==> src/rtl/pcie_cfg_fc_regslice_pkg.sv <==
// pcie_cfg_fc_pkg: shared constants, state type and settle helpers for the cfg_fc register slice.
package pcie_cfg_fc_pkg;
   localparam int PIPE_MIN   = 0;
   localparam int PIPE_MAX   = 4;
   localparam int LAT_MIN    = 0;
   localparam int LAT_MAX    = 7;
   localparam int SETTLE_MAX = 16;
   localparam int CNT_W      = $clog2(SETTLE_MAX + 1);
   typedef enum logic {SETTLING, VALID} fc_state_e;
   // Round trip: SEL out through the pipe, core latency, credits back, plus the registered flag.
   function automatic int settle(input int pipe, input int lat);
      return 2 * pipe + lat + 1;
   endfunction
   function automatic int fw(input int w);
      return w > 0 ? w : 1;
   endfunction
endpackage

==> src/rtl/pcie_cfg_fc_regslice_if.sv <==
// pcie_cfg_fc_regslice_if: credit/SEL bundle; master faces the PCIe core, slave faces the consumer.
interface pcie_cfg_fc_regslice_if
   import pcie_cfg_fc_pkg::*;
#(
   parameter int PH_W   = 8,
   parameter int PD_W   = 12,
   parameter int NPH_W  = 8,
   parameter int NPD_W  = 12,
   parameter int CPLH_W = 8,
   parameter int CPLD_W = 12,
   parameter int SEL_W  = 3
);
   logic [fw(PH_W)-1:0]   ph;
   logic [fw(PD_W)-1:0]   pd;
   logic [fw(NPH_W)-1:0]  nph;
   logic [fw(NPD_W)-1:0]  npd;
   logic [fw(CPLH_W)-1:0] cplh;
   logic [fw(CPLD_W)-1:0] cpld;
   logic [fw(SEL_W)-1:0]  sel;
   logic                  fc_valid;
   logic                  hold;
   modport master (output sel, input ph, pd, nph, npd, cplh, cpld);
   modport slave  (input sel, hold, output ph, pd, nph, npd, cplh, cpld, fc_valid);
endinterface

==> src/rtl/pcie_cfg_fc_regslice_pipe.sv <==
// pcie_cfg_fc_pipe: W-bit, N-stage delay line with async active-low reset; N=0 is a wire.
module pcie_cfg_fc_pipe #(
   parameter int W = 1,
   parameter int N = 1
) (
   input  logic         aclk,
   input  logic         aresetn,
   input  logic [W-1:0] d_i,
   output logic [W-1:0] q_o
);
   if (N == 0) begin : g_wire
      assign q_o = d_i;
   end else begin : g_reg
      logic [W-1:0] stage_q [N];
      always_ff @(posedge aclk or negedge aresetn)
         if (!aresetn)
            for (int k = 0; k < N; k++) stage_q[k] <= '0;
         else begin
            stage_q[0] <= d_i;
            for (int k = 1; k < N; k++) stage_q[k] <= stage_q[k-1];
         end
      assign q_o = stage_q[N-1];
   end
endmodule

==> src/rtl/pcie_cfg_fc_regslice.sv <==
// pcie_cfg_fc_regslice: pipelined cfg_fc passthrough with SEL settle tracking, valid flag and output hold.
module pcie_cfg_fc_regslice
   import pcie_cfg_fc_pkg::*;
#(
   parameter int C_PH_WIDTH    = 8,
   parameter int C_HAS_PH      = 1,
   parameter int C_PD_WIDTH    = 12,
   parameter int C_HAS_PD      = 1,
   parameter int C_NPH_WIDTH   = 8,
   parameter int C_HAS_NPH     = 1,
   parameter int C_NPD_WIDTH   = 12,
   parameter int C_HAS_NPD     = 1,
   parameter int C_CPLH_WIDTH  = 8,
   parameter int C_HAS_CPLH    = 1,
   parameter int C_CPLD_WIDTH  = 12,
   parameter int C_HAS_CPLD    = 1,
   parameter int C_SEL_WIDTH   = 3,
   parameter int C_PIPE_STAGES = 2,
   parameter int C_CORE_LAT    = 1
) (
   input logic aclk,
   input logic aresetn,
   pcie_cfg_fc_regslice_if.master s,
   pcie_cfg_fc_regslice_if.slave  m
);
   localparam int FW [6] = '{fw(C_PH_WIDTH), fw(C_PD_WIDTH), fw(C_NPH_WIDTH),
                             fw(C_NPD_WIDTH), fw(C_CPLH_WIDTH), fw(C_CPLD_WIDTH)};
   localparam int HAS [6] = '{C_HAS_PH, C_HAS_PD, C_HAS_NPH, C_HAS_NPD, C_HAS_CPLH, C_HAS_CPLD};
   localparam int SW = fw(C_SEL_WIDTH);
   localparam logic [CNT_W-1:0] SETTLE_V = CNT_W'(settle(C_PIPE_STAGES, C_CORE_LAT));
   function automatic int off(input int n);
      int o = 0;
      for (int j = 0; j < n; j++) o += FW[j];
      return o;
   endfunction
   localparam int TW = off(6);
   if (C_PIPE_STAGES < PIPE_MIN || C_PIPE_STAGES > PIPE_MAX ||
       C_CORE_LAT < LAT_MIN || C_CORE_LAT > LAT_MAX) begin : g_bad_param
      $error("pcie_cfg_fc_regslice: C_PIPE_STAGES or C_CORE_LAT out of range");
   end
   logic [TW-1:0] s_bus, m_bus;
   assign s_bus = {s.cpld, s.cplh, s.npd, s.nph, s.pd, s.ph};
   assign {m.cpld, m.cplh, m.npd, m.nph, m.pd, m.ph} = m_bus;
   for (genvar i = 0; i < 6; i++) begin : g_fld
      localparam int O = off(i);
      if (HAS[i] != 0) begin : g_on
         logic [FW[i]-1:0] p, hold_q;
         pcie_cfg_fc_pipe #(.W(FW[i]), .N(C_PIPE_STAGES)) u_pipe (
            .aclk(aclk), .aresetn(aresetn), .d_i(s_bus[O +: FW[i]]), .q_o(p));
         always_ff @(posedge aclk or negedge aresetn)
            if (!aresetn) hold_q <= '0;
            else hold_q <= m_bus[O +: FW[i]];
         assign m_bus[O +: FW[i]] = m.hold ? hold_q : p;
      end else begin : g_off
         assign m_bus[O +: FW[i]] = '0;
      end
   end
   pcie_cfg_fc_pipe #(.W(SW), .N(C_PIPE_STAGES)) u_sel_pipe (
      .aclk(aclk), .aresetn(aresetn), .d_i(m.sel), .q_o(s.sel));
   logic [SW-1:0]    prev_sel_q;
   logic [CNT_W-1:0] cnt_q, cnt_d;
   logic             sel_chg, valid_q, vhold_q;
   fc_state_e        state_q;
   assign sel_chg = m.sel != prev_sel_q;
   assign cnt_d = sel_chg ? SETTLE_V : (cnt_q != '0 ? cnt_q - 1'b1 : cnt_q);
   assign m.fc_valid = m.hold ? vhold_q : valid_q;
   always_ff @(posedge aclk or negedge aresetn)
      if (!aresetn) begin
         prev_sel_q <= '0;
         cnt_q      <= SETTLE_V;
         vhold_q    <= 1'b0;
      end else begin
         prev_sel_q <= m.sel;
         cnt_q      <= cnt_d;
         vhold_q    <= m.fc_valid;
      end
   // Count reaching 1 with no fresh change means the round trip has fully drained.
   always_ff @(posedge aclk or negedge aresetn)
      if (!aresetn) begin
         state_q <= SETTLING;
         valid_q <= 1'b0;
      end else if (state_q == SETTLING) begin
         if (!sel_chg && cnt_q == CNT_W'(1)) begin
            state_q <= VALID;
            valid_q <= 1'b1;
         end
      end else if (sel_chg) begin
         state_q <= SETTLING;
         valid_q <= 1'b0;
      end
endmodule

==> src/flat_wrapper.sv <==
// flat-port wrapper written by rule: the top's interface ports become plain ports
module pcie_cfg_fc_regslice_flat import pcie_cfg_fc_pkg::*;
#(
   parameter int C_PH_WIDTH    = 8,
   parameter int C_HAS_PH      = 1,
   parameter int C_PD_WIDTH    = 12,
   parameter int C_HAS_PD      = 1,
   parameter int C_NPH_WIDTH   = 8,
   parameter int C_HAS_NPH     = 1,
   parameter int C_NPD_WIDTH   = 12,
   parameter int C_HAS_NPD     = 1,
   parameter int C_CPLH_WIDTH  = 8,
   parameter int C_HAS_CPLH    = 1,
   parameter int C_CPLD_WIDTH  = 12,
   parameter int C_HAS_CPLD    = 1,
   parameter int C_SEL_WIDTH   = 3,
   parameter int C_PIPE_STAGES = 2,
   parameter int C_CORE_LAT    = 1
)
  (aclk, aresetn, s_sel, s_ph, s_pd, s_nph, s_npd, s_cplh, s_cpld, m_sel, m_hold, m_ph, m_pd, m_nph, m_npd, m_cplh, m_cpld, m_fc_valid);
  pcie_cfg_fc_regslice_if s_i ();
  pcie_cfg_fc_regslice_if m_i ();
  input logic aclk;
  input logic aresetn;
  output wire logic [$bits(s_i.sel)-1:0] s_sel;
  input wire logic [$bits(s_i.ph)-1:0] s_ph;
  input wire logic [$bits(s_i.pd)-1:0] s_pd;
  input wire logic [$bits(s_i.nph)-1:0] s_nph;
  input wire logic [$bits(s_i.npd)-1:0] s_npd;
  input wire logic [$bits(s_i.cplh)-1:0] s_cplh;
  input wire logic [$bits(s_i.cpld)-1:0] s_cpld;
  input wire logic [$bits(m_i.sel)-1:0] m_sel;
  input wire logic [$bits(m_i.hold)-1:0] m_hold;
  output wire logic [$bits(m_i.ph)-1:0] m_ph;
  output wire logic [$bits(m_i.pd)-1:0] m_pd;
  output wire logic [$bits(m_i.nph)-1:0] m_nph;
  output wire logic [$bits(m_i.npd)-1:0] m_npd;
  output wire logic [$bits(m_i.cplh)-1:0] m_cplh;
  output wire logic [$bits(m_i.cpld)-1:0] m_cpld;
  output wire logic [$bits(m_i.fc_valid)-1:0] m_fc_valid;
  assign s_sel = s_i.sel;
  assign s_i.ph = s_ph;
  assign s_i.pd = s_pd;
  assign s_i.nph = s_nph;
  assign s_i.npd = s_npd;
  assign s_i.cplh = s_cplh;
  assign s_i.cpld = s_cpld;
  assign m_i.sel = m_sel;
  assign m_i.hold = m_hold;
  assign m_ph = m_i.ph;
  assign m_pd = m_i.pd;
  assign m_nph = m_i.nph;
  assign m_npd = m_i.npd;
  assign m_cplh = m_i.cplh;
  assign m_cpld = m_i.cpld;
  assign m_fc_valid = m_i.fc_valid;
  pcie_cfg_fc_regslice #(.C_PH_WIDTH(C_PH_WIDTH), .C_HAS_PH(C_HAS_PH), .C_PD_WIDTH(C_PD_WIDTH), .C_HAS_PD(C_HAS_PD), .C_NPH_WIDTH(C_NPH_WIDTH), .C_HAS_NPH(C_HAS_NPH), .C_NPD_WIDTH(C_NPD_WIDTH), .C_HAS_NPD(C_HAS_NPD), .C_CPLH_WIDTH(C_CPLH_WIDTH), .C_HAS_CPLH(C_HAS_CPLH), .C_CPLD_WIDTH(C_CPLD_WIDTH), .C_HAS_CPLD(C_HAS_CPLD), .C_SEL_WIDTH(C_SEL_WIDTH), .C_PIPE_STAGES(C_PIPE_STAGES), .C_CORE_LAT(C_CORE_LAT)) u_core (.aclk(aclk), .aresetn(aresetn), .s(s_i), .m(m_i));
endmodule
==> config.mk <==
export PLATFORM = sky130hd
export DESIGN_NAME = pcie_cfg_fc_regslice_flat
export DESIGN_NICKNAME = d
export VERILOG_FILES = /design/src/rtl/pcie_cfg_fc_regslice_pkg.sv /design/src/rtl/pcie_cfg_fc_regslice_if.sv /design/src/rtl/pcie_cfg_fc_regslice_pipe.sv /design/src/rtl/pcie_cfg_fc_regslice.sv /design/src/flat_wrapper.sv
export SDC_FILE = /design/constraint.sdc
export NUM_CORES = 1
export LEC_CHECK = 0
export ABC_AREA = 0
export CAP_MARGIN = 5
export CORE_ASPECT_RATIO = 0.5
export CORE_MARGIN = 3
export CORE_UTILIZATION = 49
export DETAILED_ROUTE_END_ITERATION = 10
export GPL_ROUTABILITY_DRIVEN = 0
export GPL_TIMING_DRIVEN = 0
export PLACE_DENSITY = 0.87
export RECOVER_POWER = 25
export SLEW_MARGIN = 20
export SYNTH_ARGS = -nofsm -noshare
export SYNTH_HDL_FRONTEND = slang
export SYNTH_SLANG_ARGS = --single-unit
==> constraint.sdc <==
create_clock -name aclk -period 1.6 [get_ports aclk]
set_input_delay 0.32 -clock aclk [delete_from_list [all_inputs] [get_ports aclk]]
set_output_delay 0.32 -clock aclk [all_outputs]
set_load 0.02 [all_outputs]
# Word level (Yosys, flattened, before mapping)
# Cells that the tools add are included.
op_classes:
  n_addsub: 1
  eq_ne: 3
  n_mux: 15
  reduce_logical: 6
op_table:
  columns: ["cell", "n"]
  rows:
  - ["two-way mux 12 bit", 3]
  - ["two-way mux 8 bit", 3]
  - ["two-way mux 5 bit", 2]
  - ["two-way mux 1 bit", 7]
  - ["equality test 5 x 1 -> 1 bit (second input constant)", 1]
  - ["nonzero test 5 bit", 1]
  - ["subtractor 5 x 1 -> 5 bit (second input constant)", 1]
  - ["nonzero test 2 bit", 2]
  - ["!= test 3 bit", 1]
  - ["!= test 2 x 1 -> 1 bit (second input constant)", 1]
  - ["AND reduction 2 bit", 1]
  - ["logical AND 1 bit", 1]
  - ["logical NOT 1 bit", 1]
totals:
  register_bits: 194
  wordCells: 49

# Longest topological paths before layout
depth:
  ltp_word: 5
  mapped_depth: 5
  depth_no_buf: 5

# By module
# From an unflattened synthesis, not the netlist that was laid out.
hier_totals:
  hier_cells: 356
  area_unflattened_um2: 6347.3
modules_own_cells:
  columns: ["module", "instances", "cells_each", "area_per_inst_um2"]
  rows:
  - ["pcie_cfg_fc_regslice", 1, 167, 2721.4]
  - ["pcie_cfg_fc_pipe (u_core.g_fld[1].g_on.u_pipe ...)", 3, 36, 690.7]
  - ["pcie_cfg_fc_pipe (u_core.g_fld[0].g_on.u_pipe ...)", 3, 24, 460.4]
  - ["pcie_cfg_fc_pipe (u_core.u_sel_pipe)", 1, 9, 172.7]

# Least setup slack after synthesis
# OpenSTA, ideal clock, no wires.
synth_timing:
  path_type: "input to output"
  from: "input port m_hold"
  to: "output port m_cpld[0]"
  t_arrival_ps: 1062
  required_time_ps: 1280
  slack_ps: 218
  stages: 3
  n_path_buf: 2
  path_cell_list: "buf_2 buf_2 mux2_2"
synth_between:
  elab_chain_cells: 1
synth_rtl:
  columns: ["element", "line", "rtl"]
  rows:
  - ["from (decl)", "flat_wrapper.sv:33", "input wire logic [$bits(m_i.hold)-1:0] m_hold;"]
  - ["two-way mux 12 bit", "pcie_cfg_fc_regslice.sv:53", "assign m_bus[O +: FW[i]] = m.hold ? hold_q : p;"]
  - ["to (decl)", "flat_wrapper.sv:39", "output wire logic [$bits(m_i.cpld)-1:0] m_cpld;"]
# Every way passes these cells.

# Worst setup path after layout
layout_timing:
  from: "register u_core.g_fld[0].g_on.hold_q[0] (netlist name)"
  to: "output port m_ph[0]"
layout_between:
  elab_chain_cells: 1
layout_rtl:
  columns: ["element", "line", "rtl"]
  rows:
  - ["from (decl)", "pcie_cfg_fc_regslice.sv:47", "logic [FW[i]-1:0] p, hold_q;"]
  - ["from (signal assigned)", "pcie_cfg_fc_regslice.sv:52", "else hold_q <= m_bus[O +: FW[i]];"]
  - ["two-way mux 8 bit", "pcie_cfg_fc_regslice.sv:53", null]
  - ["to (decl)", "flat_wrapper.sv:34", "output wire logic [$bits(m_i.ph)-1:0] m_ph;"]
# Every way passes these cells.

==> run summary <==
TIMING
--------------------------------------------------------------------------------------------------
Final setup vio count                                                                            0
Crit path time final                                                                       1.57 ns
Final hold violations                                                                            0
Ratio of final minimum period to clock period                                                97.9%
Setup repair after global routing missed its margin                                          false
Final clock skew                                                                        0.00720 ns
Worst slew margin relative to its limit                                                      55.5%
Final max-slew violation count                                                                   0
Final setup slack of the worst path                                                      0.0332 ns
Transition time of the tightest slew-check pin                                            0.667 ns
Maximum frequency from static timing analysis                                            0.638 GHz
Worst hold-check slack                                                                    0.310 ns

CRITICAL PATH
--------------------------------------------------------------------------------------------------
R2R Setup Slk                                                                              0.13 ns
Reg-to-reg critical path startpoint                                                   u_core.cnt_q[0]
Worst setup endpoint                                                                       m_ph[0]
Required time reported for the critical path endpoint                                      1.28 ns
Worst reg2reg path endpoint                                                           u_core.cnt_q[1]
Critical path endpoint category                                                         output pin
Category of the worst setup path launch point                                            flip-flop
Crit-path max FO                                                                                 2
Signal arrival time at the worst endpoint                                                  1.25 ns
Startpoint of the most critical setup path                                            u_core.g_fld[0].g_on.hold_q[0]
R2r worst-path depth                                                                             5
Critical Setup Path Class                                                             flip-flop to output pin

CLOCK TREE
--------------------------------------------------------------------------------------------------
Worst-Skew Late Latency                                                                    0.41 ns
H-tree levels                                                                                    4
TritonCTS Buffers                                                                               17
Number of buffers inserted by post-CTS setup repair                                              0
Clock tree from TritonCTS                                                                     done
Maximum clock path buffer count                                                                  2
Clock tree root driver cell                                                           sky130_fd_sc_hd__clkbuf_16
Clock transition time at the flip-flop clock pins of the worst setup and hold paths        0.07 ns
Clock sink count                                                                               194

FLOORPLANNING
--------------------------------------------------------------------------------------------------
Initial Utilization                                                                          51.6%
Overall die height                                                                         82.9 um
Die Width                                                                                   160 um
Overall die area                                                                         13300 um2
Std cell rows                                                                                   27
Core Box Area                                                                            11200 um2
IO Pins                                                                                        130

PLACED DESIGN
--------------------------------------------------------------------------------------------------
Detailed-placement wirelength estimate                                                     6940 um
Buffers on Ports                                                                               128
Setup slack at placement                                                                 -0.483 ns
Post-placement cell count                                                                      578

ROUTE
--------------------------------------------------------------------------------------------------
Vias per Instance                                                                             4.55
Number of nets with antenna violations after routing                                             0
DRC marker count from the first detailed-route iteration                                       115
Average wire per cell in the routed design                                                 17.4 um
Sum of routed wire length over all layers                                                 10600 um
DRC violation count after routing                                                                0
Pre-Repair DR Iteration Count                                                                    4
Via count of the routed design                                                                2787

FINAL LAYOUT
--------------------------------------------------------------------------------------------------
Final cell count without fillers                                                               612
Growth of design area from synthesis to finish                                               31.7%
Most frequent cells in the layout                                                     sky130_fd_sc_hd__dfrtp_1 (192), sky130_fd_sc_hd__dlygate4sd3_1 (64), sky130_fd_sc_hd__mux2_2 (59)
Most common cell after layout, fill and taps aside                                    sky130_fd_sc_hd__dfrtp_1
Fraction of layout instances using a drive strength above 1                                  36.9%
Total of fill cells in the finished design                                                     745
Post-layout net count                                                                          507
Multi-input gate area                                                                      907 um2
FF+latch area                                                                             4860 um2

POWER
--------------------------------------------------------------------------------------------------
Flop pwr share                                                                               52.2%
Power density cells                                                                    1330 nW/um2
Clock share of power                                                                         38.3%
Switching pwr                                                                              2.37 mW
Gate power share                                                                              9.4%
Largest vdd supply drop                                                                   0.735 mV
Switching power share of the total                                                           23.2%
Cell-internal power                                                                        7.82 mW
Static Leak                                                                                3.47 nW

LOGIC SYNTHESIS
--------------------------------------------------------------------------------------------------
Mapped Nets                                                                                    358
Primary FF master, synth                                                              sky130_fd_sc_hd__dfrtp_1
Number of flops mapped to enable cells by yosys                                                  0
Sequential share of the synthesized area                                                     83.8%
Mapped cell area                                                                          5800 um2
Number of instances in the synthesized netlist                                                 290
Count of yosys warnings during synthesis                                                         0
Flip-flop and latch count after synthesis                                                      194
Async set-reset flop share out of synthesis                                                   100%
Mean cell area of the mapped netlist                                                      20.0 um2
Netlist cell types                                                                              21

GLOBAL ROUTE
--------------------------------------------------------------------------------------------------
Via count of the first global-routing pass                                                    3181
Number of antenna violations at the first check in global routing                                1
Total routing usage reported by global routing                                               17.4%
Remaining global-route overflow                                                                  0
First-pass GRT wire length                                                                17700 um
Largest net degree at the start of global routing                                              102

MIN PATH
--------------------------------------------------------------------------------------------------
Hold Path Class                                                                       input port to flip-flop

RUN
--------------------------------------------------------------------------------------------------
Max Cap Viol                                                                                     0

RUN STATUS
--------------------------------------------------------------------------------------------------
Status                                                                                finished, final reports clean

cell usage after synthesis, types with 2 or more instances:
master,number,share of area (%)
sky130_fd_sc_hd__ha_1,2,0.43
sky130_fd_sc_hd__inv_1,2,0.13
sky130_fd_sc_hd__dfstp_2,2,0.91
sky130_fd_sc_hd__nor3_1,2,0.17
sky130_fd_sc_hd__and3_1,2,0.22
sky130_fd_sc_hd__mux2_2,61,12
sky130_fd_sc_hd__nor2_1,4,0.26
sky130_fd_sc_hd__xnor2_1,5,0.76
sky130_fd_sc_hd__dfrtp_1,192,83
sky130_fd_sc_hd__buf_2,7,0.60
stage by stage:
step | util, % | setup TNS [ns] | instance area [um2] | total power [mW]
after global routing | 67.9 | 0 | 7640 | 10.7
final | 67.9 | 0 | 7640 | 10.2
after CTS | 67.7 | -0.0542 | 7620 | 10.4
after detailed placement | 65.0 | -25.96 | 7310 | 6.55
after global placement | 64.7 | -1412.77 | 7280 | 6.50
after floorplan | - | 0 | 5800 | 5.87
how the worst min path moves through the flow:
| stage | to | start | slack [ns] | depth (start not counted) |
|---|---|---|---|---|
| floorplan | u_core.cnt_q[0] | aresetn | 0.02 | 0 |
| global placement | u_core.g_fld[4].g_on.u_pipe.q_o[6] | u_core.g_fld[4].g_on.u_pipe.g_reg.stage_q[14] | 0.33 | 0 |
| detailed placement | u_core.g_fld[1].g_on.u_pipe.q_o[2] | u_core.g_fld[1].g_on.u_pipe.g_reg.stage_q[14] | 0.33 | 0 |
| CTS | u_core.g_fld[0].g_on.hold_q[3] | m_hold | 0.29 | 2 |
| global route | u_core.g_fld[0].g_on.hold_q[3] | m_hold | 0.32 | 2 |
| finish | u_core.g_fld[0].g_on.hold_q[3] | m_hold | 0.31 | 2 |
critical path, cell delays in order (launching register included):
cell and delay (ns):
sky130_fd_sc_hd__dfrtp_1 0.38, sky130_fd_sc_hd__mux2_2 0.29, sky130_fd_sc_hd__buf_4 0.17
power by group through the flow:
| stage | clock network, mW | logic [mW] | registers [mW] |
|---|---|---|---|
| global route | 4.26 | 1.04 | 5.35 |
| CTS | 4.02 | 1.01 | 5.33 |
| global placement | 0 | 1.10 | 5.40 |
| detailed placement | 0 | 1.14 | 5.41 |
| floorplan | 0 | 0.492 | 5.38 |
| finish | 3.91 | 0.963 | 5.32 |
cell type report:
type / count / share of cell area [%]
flip-flops and latches: 194 / 63.6
clock buffers: 23 / 6.39
multi-input cells: 87 / 11.9
clock inverters: 9 / 0.934
plain buffers: 7 / 1.03
repair buffers: 130 / 13.4
diodes: 1 / 0.0328
well taps: 159 / 2.61
inverters: 2 / 0.0983
repair_timing:
item                       4_1_cts  5_1_grt
setup endpoints to repair       64        5
hold buffers                     1        0
gates resized for setup        259        9
hold endpoints to repair        91        0
kinds of logic after synthesis:
group           count (synthesis)  share of synthesized area [%]
fa+ha+maj                       2                          0.431
mux                            62                           12.1
compound gates                  4                          0.518
flops                         194                           83.8
xor+xnor                        5                          0.755
buf+inv                         9                          0.734
simple gates                   14                           1.70
routing by layer:
layer | up-vias | routed length (um) | global-route usage, %
li1 | 1263 | - | -
met1 | 1458 | 4300 | 21.0
met2 | 47 | 5800 | 30.6
met3 | 19 | 284 | 3.94
met4 | 0 | 234 | 7.09
met5 | - | 0 | 0
state kept, by name (all words and copies together), names as in the netlist:
register                                flops
u_core.g_fld.g_on.u_pipe.q_o               60
u_core.valid_q                              1
u_core.state_q                              1
u_core.vhold_q                              1
u_core.u_sel_pipe.q_o                       3
u_core.g_fld.g_on.hold_q                   60
u_core.u_sel_pipe.g_reg.stage_q             3
u_core.g_fld.g_on.u_pipe.g_reg.stage_q     60
u_core.cnt_q                                5
(Power assumes the default switching activity.)
